`src/rtl/inst_fetch_queue_if.sv`:
```
// rtl/inst_fetch_queue_if.sv - fetch-stage bus: ROM port, decoder handshake, redirect inputs
interface inst_fetch_queue_if #(
    parameter int PC_W   = 6,
    parameter int INST_W = 16,
    parameter int OFF_W  = 5
);
    logic              imem_en;
    logic [PC_W-1:0]   imem_addr;
    logic [INST_W-1:0] imem_rdata;
    logic              inst_valid;
    logic              inst_ready;
    logic [INST_W-1:0] inst_out;
    logic [PC_W-1:0]   inst_pc;
    logic [1:0]        redirect_sel;
    logic [PC_W-1:0]   jump_address;
    logic [OFF_W-1:0]  branch_address;
    logic [PC_W-1:0]   branch_base;
    logic [2:0]        q_count;

    modport master (
        output imem_en, imem_addr, inst_valid, inst_out, inst_pc, q_count,
        input  imem_rdata, inst_ready, redirect_sel, jump_address, branch_address, branch_base
    );

    modport slave (
        input  imem_en, imem_addr, inst_valid, inst_out, inst_pc, q_count,
        output imem_rdata, inst_ready, redirect_sel, jump_address, branch_address, branch_base
    );
endinterface

```
`src/rtl/inst_fetch_queue.sv`:
```
// rtl/inst_fetch_queue.sv - PC owner, 1-cycle ROM reader and instruction FIFO with redirect flush
module inst_fetch_queue #(
    parameter int DEPTH  = 4,
    parameter int PC_W   = 6,
    parameter int INST_W = 16,
    parameter int OFF_W  = 5
) (
    input  logic                clk,
    input  logic                rst,
    inst_fetch_queue_if.master  bus
);
    localparam int AW = (DEPTH > 1) ? $clog2(DEPTH) : 1;
    localparam int CW = $clog2(DEPTH + 1);

    typedef logic [PC_W+INST_W-1:0] entry_t;

    entry_t            mem [DEPTH];
    entry_t            head;
    logic [PC_W-1:0]   fetch_pc;
    logic [PC_W-1:0]   pend_pc;
    logic [PC_W-1:0]   target;
    logic              inflight;
    logic [AW-1:0]     rd_ptr;
    logic [AW-1:0]     wr_ptr;
    logic [CW-1:0]     count;
    logic [CW:0]       occ;
    logic              redirect;
    logic              issue;
    logic              push;
    logic              pop;
    logic              head_valid;

    always_comb begin
        redirect   = (bus.redirect_sel == 2'b01) || (bus.redirect_sel == 2'b10);
        target     = (bus.redirect_sel == 2'b01) ? bus.jump_address
                                                 : bus.branch_base + PC_W'(bus.branch_address);
        // The in-flight read is counted so its return always has a free slot.
        occ        = {1'b0, count} + (CW+1)'(inflight);
        issue      = !rst && !redirect && (occ < (CW+1)'(DEPTH));
        push       = inflight && !redirect;
        head_valid = (count != '0);
        pop        = head_valid && bus.inst_ready && !redirect;
        head       = mem[rd_ptr];
    end

    always_ff @(posedge clk) begin
        if (rst) begin
            fetch_pc <= '0;
            pend_pc  <= '0;
            inflight <= 1'b0;
            rd_ptr   <= '0;
            wr_ptr   <= '0;
            count    <= '0;
        end else if (redirect) begin
            fetch_pc <= target;
            inflight <= 1'b0;
            rd_ptr   <= '0;
            wr_ptr   <= '0;
            count    <= '0;
        end else begin
            inflight <= issue;
            if (issue) begin
                fetch_pc <= fetch_pc + 1'b1;
                pend_pc  <= fetch_pc;
            end
            if (push) wr_ptr <= wr_ptr + 1'b1;
            if (pop)  rd_ptr <= rd_ptr + 1'b1;
            if (push && !pop)
                count <= count + 1'b1;
            else if (pop && !push)
                count <= count - 1'b1;
        end
    end

    always_ff @(posedge clk) begin
        if (!rst && push)
            mem[wr_ptr] <= {pend_pc, bus.imem_rdata};
    end

    assign bus.imem_en    = issue;
    assign bus.imem_addr  = fetch_pc;
    assign bus.inst_valid = head_valid;
    assign bus.inst_out   = head_valid ? head[INST_W-1:0] : '0;
    assign bus.inst_pc    = head_valid ? head[PC_W+INST_W-1:INST_W] : '0;
    assign bus.q_count    = 3'(count);
endmodule
```
`src/flat_wrapper.sv`:
```
// flat-port wrapper written by rule: the top's interface ports become plain ports
module inst_fetch_queue_flat 
#(
    parameter int DEPTH  = 4,
    parameter int PC_W   = 6,
    parameter int INST_W = 16,
    parameter int OFF_W  = 5
)
  (clk, rst, bus_imem_en, bus_imem_addr, bus_inst_valid, bus_inst_out, bus_inst_pc, bus_q_count, bus_imem_rdata, bus_inst_ready, bus_redirect_sel, bus_jump_address, bus_branch_address, bus_branch_base);
  inst_fetch_queue_if #(.PC_W(PC_W), .INST_W(INST_W), .OFF_W(OFF_W)) bus_i ();
  input  logic clk;
  input  logic rst;
  output wire logic [$bits(bus_i.imem_en)-1:0] bus_imem_en;
  output wire logic [$bits(bus_i.imem_addr)-1:0] bus_imem_addr;
  output wire logic [$bits(bus_i.inst_valid)-1:0] bus_inst_valid;
  output wire logic [$bits(bus_i.inst_out)-1:0] bus_inst_out;
  output wire logic [$bits(bus_i.inst_pc)-1:0] bus_inst_pc;
  output wire logic [$bits(bus_i.q_count)-1:0] bus_q_count;
  input wire logic [$bits(bus_i.imem_rdata)-1:0] bus_imem_rdata;
  input wire logic [$bits(bus_i.inst_ready)-1:0] bus_inst_ready;
  input wire logic [$bits(bus_i.redirect_sel)-1:0] bus_redirect_sel;
  input wire logic [$bits(bus_i.jump_address)-1:0] bus_jump_address;
  input wire logic [$bits(bus_i.branch_address)-1:0] bus_branch_address;
  input wire logic [$bits(bus_i.branch_base)-1:0] bus_branch_base;
  assign bus_imem_en = bus_i.imem_en;
  assign bus_imem_addr = bus_i.imem_addr;
  assign bus_inst_valid = bus_i.inst_valid;
  assign bus_inst_out = bus_i.inst_out;
  assign bus_inst_pc = bus_i.inst_pc;
  assign bus_q_count = bus_i.q_count;
  assign bus_i.imem_rdata = bus_imem_rdata;
  assign bus_i.inst_ready = bus_inst_ready;
  assign bus_i.redirect_sel = bus_redirect_sel;
  assign bus_i.jump_address = bus_jump_address;
  assign bus_i.branch_address = bus_branch_address;
  assign bus_i.branch_base = bus_branch_base;
  inst_fetch_queue #(.DEPTH(DEPTH), .PC_W(PC_W), .INST_W(INST_W), .OFF_W(OFF_W)) u_core (.clk(clk), .rst(rst), .bus(bus_i));
endmodule
```
`config.mk`:
```
export PLATFORM = sky130hd
export DESIGN_NAME = inst_fetch_queue_flat
export DESIGN_NICKNAME = d
export VERILOG_FILES = /design/src/rtl/inst_fetch_queue_if.sv /design/src/rtl/inst_fetch_queue.sv /design/src/flat_wrapper.sv
export SDC_FILE = /design/constraint.sdc
export NUM_CORES = 1
export LEC_CHECK = 0
export CAP_MARGIN = 20
export CORE_ASPECT_RATIO = 1.75
export CORE_MARGIN = 2
export CORE_UTILIZATION = 25
export CTS_BUF_LIST = sky130_fd_sc_hd__clkbuf_16
export DETAILED_ROUTE_END_ITERATION = 8
export SETUP_SLACK_MARGIN = 0.05
export SYNTH_ARGS = -nofsm -noshare
export SYNTH_HDL_FRONTEND = slang
export SYNTH_SLANG_ARGS = --single-unit
```
`constraint.sdc`:
```
create_clock -name clk -period 2.7 [get_ports clk]
set_input_delay 0.405 -clock clk [delete_from_list [all_inputs] [get_ports clk]]
set_output_delay 0.405 -clock clk [all_outputs]
set_load 0.005 [all_outputs]
```
==> summary.md <==
| Metric | Value |
|---|---|
| Startpoint types | input port |
| Core box area | 18100 um^2 |
| First-pass GRT wire length | 14.7 mm |
| Crit share post-route | 93.1% |
| Hold Path Class | flop to flop |
| Placement Rows | 65 |
| Violation count after the first detailed-routing iteration | 57 |
| Die H | 184 um |
| Die Outline Area | 19600 um^2 |
| Drt wl/cell | 15.1 um |
| Ratio of cells with drive above 1 in the final layout | 14.7% |
| H-tree depth | 3 |
| Flop2flop setup slack | 0.43 ns |
| Final setup vio count | 0 |
| CTS Root Cell | clkbuf_16 |
| Status | finished clean |
| Clock latency at the later pin of the worst-skew pair | 0.35 ns |
| CTS buffer count | 9 |
| Fin crit period | 2.51 ns |
| Max Cap Viol | 0 |
| CP Cell Sequence | clkdlybuf4s50_1, inv_1, ha_4, nor3b_4, nand2_2, inv_2, clkdlybuf4s50_1 |
| Post-Syn Area | 4610 um^2 |
| CP Data Arrival Time | 2.11 ns |
| Drt total wl | 9.17 mm |
| Most frequent cells in the layout | edfxtp_1 (88), clkdlybuf4s50_1 (70), and2_1 (24), mux4_2 (22), dfxtp_1 (21) |
| CTS Hold Bufs | 0 |
| Crit-path slowest cell | clkdlybuf4s50_1 |
| Slowest Stage Delay on Critical Path | 0.51 ns |
| Router iterations before antenna repair | 4 |
| Worst Hold End | u_core.pend_pc[4] |
| Via count | 2602 |
| DRC | 0 |
| Leak | 0.00202 uW |
| Max Slew Vio Count | 0 |
| Vias per cell | 4.28 |
| Layout area overhead | 30.0% |
| Mapped Nets | 341 |
| Sum Neg Setup Slack | 0 ns |
| Commonest non-fill, non-tap cell in the layout | edfxtp_1 |
| Worst EP required | 2.30 ns |
| Design Power | 3510 uW |
| R2r endpoint | u_core.bus.q_count[2] |
| Syn Inst Count | 289 |
| Net total in the final layout | 421 |
| Clock-pin slew on the worst setup and hold paths | 0.07 ns |
| Largest net degree at the start of global routing | 25 |
| IO Port Bufs | 70 |
| RSZ-0062 raised after global routing | false |
| CTS max path bufs | 2 |
| Synth warn | 0 |
| Number of global-route vias before repair | 2847 |
| All-Layer GR Usage | 9.85% |
| # diodes | 0 |
| Die W | 107 um |
| Number of distinct library cells after synthesis | 37 |
| Crit path capture type | output port |
| Initial antenna violation count | 1 |
| Syn_area_per_cell | 15.9 um^2 |
| Worst VDD drop | 0.264 mV |
| Hold path depth | 2 |
| RD Place Congestion | 0.786 |
| Crit Path Class | input port to output port |
| Sequential fraction of the synthesis area | 66.9% |
| Most frequent CP cell | clkdlybuf4s50_1 |
| Pin slew with the least headroom to its limit | 0.353 ns |
| # IOs | 71 |
| Worst hold path startpoint | u_core.pend_pc[4] |
| Final ANT Viol Nets | 0 |
| Post-synthesis register bit count | 110 |
| Post-Route Skew | 0.00808 ns |
| Initial Util | 25.5% |
| Sink Count | 110 |
| Peak Freq | 0.398 GHz |
| Hpwl dp | 6.16 mm |
| Reg2reg path depth | 8 |
| Power per cell area | 585 nW/um^2 |
| Slew Limit Headroom | 76.5% |
| Overflow after GRT | 0 |
| Hold Vio Cnt, Final | 0 |
| CTS tree | done |
| FF-to-FF Start | u_core.bus.q_count[2] |
| CP max FO | 6 |
-- how the worst max path moves through the flow --
stage,cells after the start,end,from
2_1_floorplan,11,u_core.bus.q_count[2],bus_redirect_sel[1]
3_3_place_gp,10,u_core.bus.q_count[2],bus_redirect_sel[1]
3_5_place_dp,10,u_core.bus.q_count[2],bus_redirect_sel[1]
4_1_cts,7,bus_imem_en,bus_redirect_sel[1]
5_1_grt,7,bus_imem_en,bus_redirect_sel[1]
6_report,7,bus_imem_en,bus_redirect_sel[1]
-- final cells by class --
| cell class | count | area [um^2] |
|---|---|---|
| Fill cell | 1783 | 12100 |
| Sequential cell | 110 | 3080 |
| Multi-Input combinational cell | 153 | 1420 |
| Timing Repair Buffer | 83 | 861 |
| Tap cell | 234 | 293 |
| Clock buffer | 9 | 225 |
| Clock inverter | 7 | 60.1 |
| Inverter | 12 | 45.0 |
-- cell families (layout without fill, tap and decap cells) --
family                     Yosys count  in the layout  synth area share [%]
adders and majority gates           14             14                  4.13
muxes                               25             25                  11.4
DFF                                110            110                  66.9
xor gates and xnor gates            11             11                  2.09
and+or+nand+nor                     76             76                  8.98
buffers and inverters               26            111                  2.50
AOI/OAI and AO/OA                   27             27                  4.02
-- through the flow --
step / cells / utilization, % / setup slack, ns / hold WS, ns / cell area, um^2
6_report: 608 / 33.2 / 0.185 / 0.507 / 5990
5_1_grt: 608 / 33.2 / 0.0960 / 0.534 / 5990
4_1_cts: 608 / 33.1 / 0.0995 / 0.508 / 5980
3_5_place_dp: 592 / 31.5 / -0.0628 / 0.491 / 5690
3_3_place_gp: 592 / 31.5 / 0.0386 / 0.476 / 5690
2_1_floorplan: 289 / - / 0.231 / 0.460 / 4610
-- per-layer routing --
layer / vias up / wire (um) / track usage [%]
li1: 1244 / - / -
met1: 1294 / 3580 / 10.5
met2: 51 / 5100 / 18.5
met3: 13 / 300 / 1.52
met4: 0 / 189 / 4.83
met5: - / 0 / 0
-- sequential cells by signal, summed over array words and instances (netlist names), named ones only --
register,cells
u_core.wr_ptr,2
u_core.pend_pc,6
u_core.mem,88
u_core.bus.q_count,3
u_core.bus.imem_addr,6
u_core.rd_ptr,2
u_core.inflight,1
-- repair_timing --
action	4_1_cts	5_1_grt
gates resized for setup	0	2
setup buffers	0	0
endpoints found under the setup margin	0	1
-- power breakdown --
part           internal [uW]  switching [uW]  leakage (uW)
sequential              1860            30.2       0.00100
clock                    641             610      0.000145
combinational            215             154      0.000872
total                   2710             795       0.00202
-- critical path, delay by kind of cell --
| family | cells | cell delay (ns) |
|---|---|---|
| adder cells (fa/ha/maj) | 1 | 0.29 |
| buffers and inverters | 4 | 1.09 |
| AND/OR/NAND/NOR | 2 | 0.33 |
-- cells in the mapped netlist --
cell / count / area, um^2
or3_1: 2 / 12.5
nand3_1: 3 / 15.0
a32oi_1: 1 / 8.76
and2_1: 24 / 150
inv_1: 11 / 41.3
nand2_1: 17 / 63.8
buf_2: 2 / 10.0
xnor2_1: 5 / 43.8
mux4_2: 22 / 495
or4_1: 1 / 7.51
edfxtp_1: 88 / 2640
nor2b_1: 5 / 31.3
nor3b_4: 1 / 18.8
a211oi_1: 5 / 37.5
a311oi_1: 2 / 17.5
dfxtp_1: 22 / 440
nand2_2: 1 / 6.26
ha_1: 12 / 150
a21o_1: 2 / 15.0
xor2_1: 6 / 52.6
inv_2: 1 / 3.75
mux2i_1: 3 / 30.0
nor2_1: 11 / 41.3
clkbuf_1: 10 / 37.5
nor4b_1: 1 / 8.76
o21a_1: 2 / 15.0
a221oi_1: 2 / 17.5
a211o_1: 1 / 8.76
nand4_1: 2 / 12.5
buf_6: 2 / 22.5
o21ai_0: 2 / 10.0
nand2b_1: 1 / 6.26
a21oi_1: 9 / 45.0
nor3_1: 3 / 15.0
fa_1: 2 / 40.0
and3_1: 4 / 25.0
o211a_1: 1 / 10.0
Note: power is estimated with default switching activity, not from simulation.
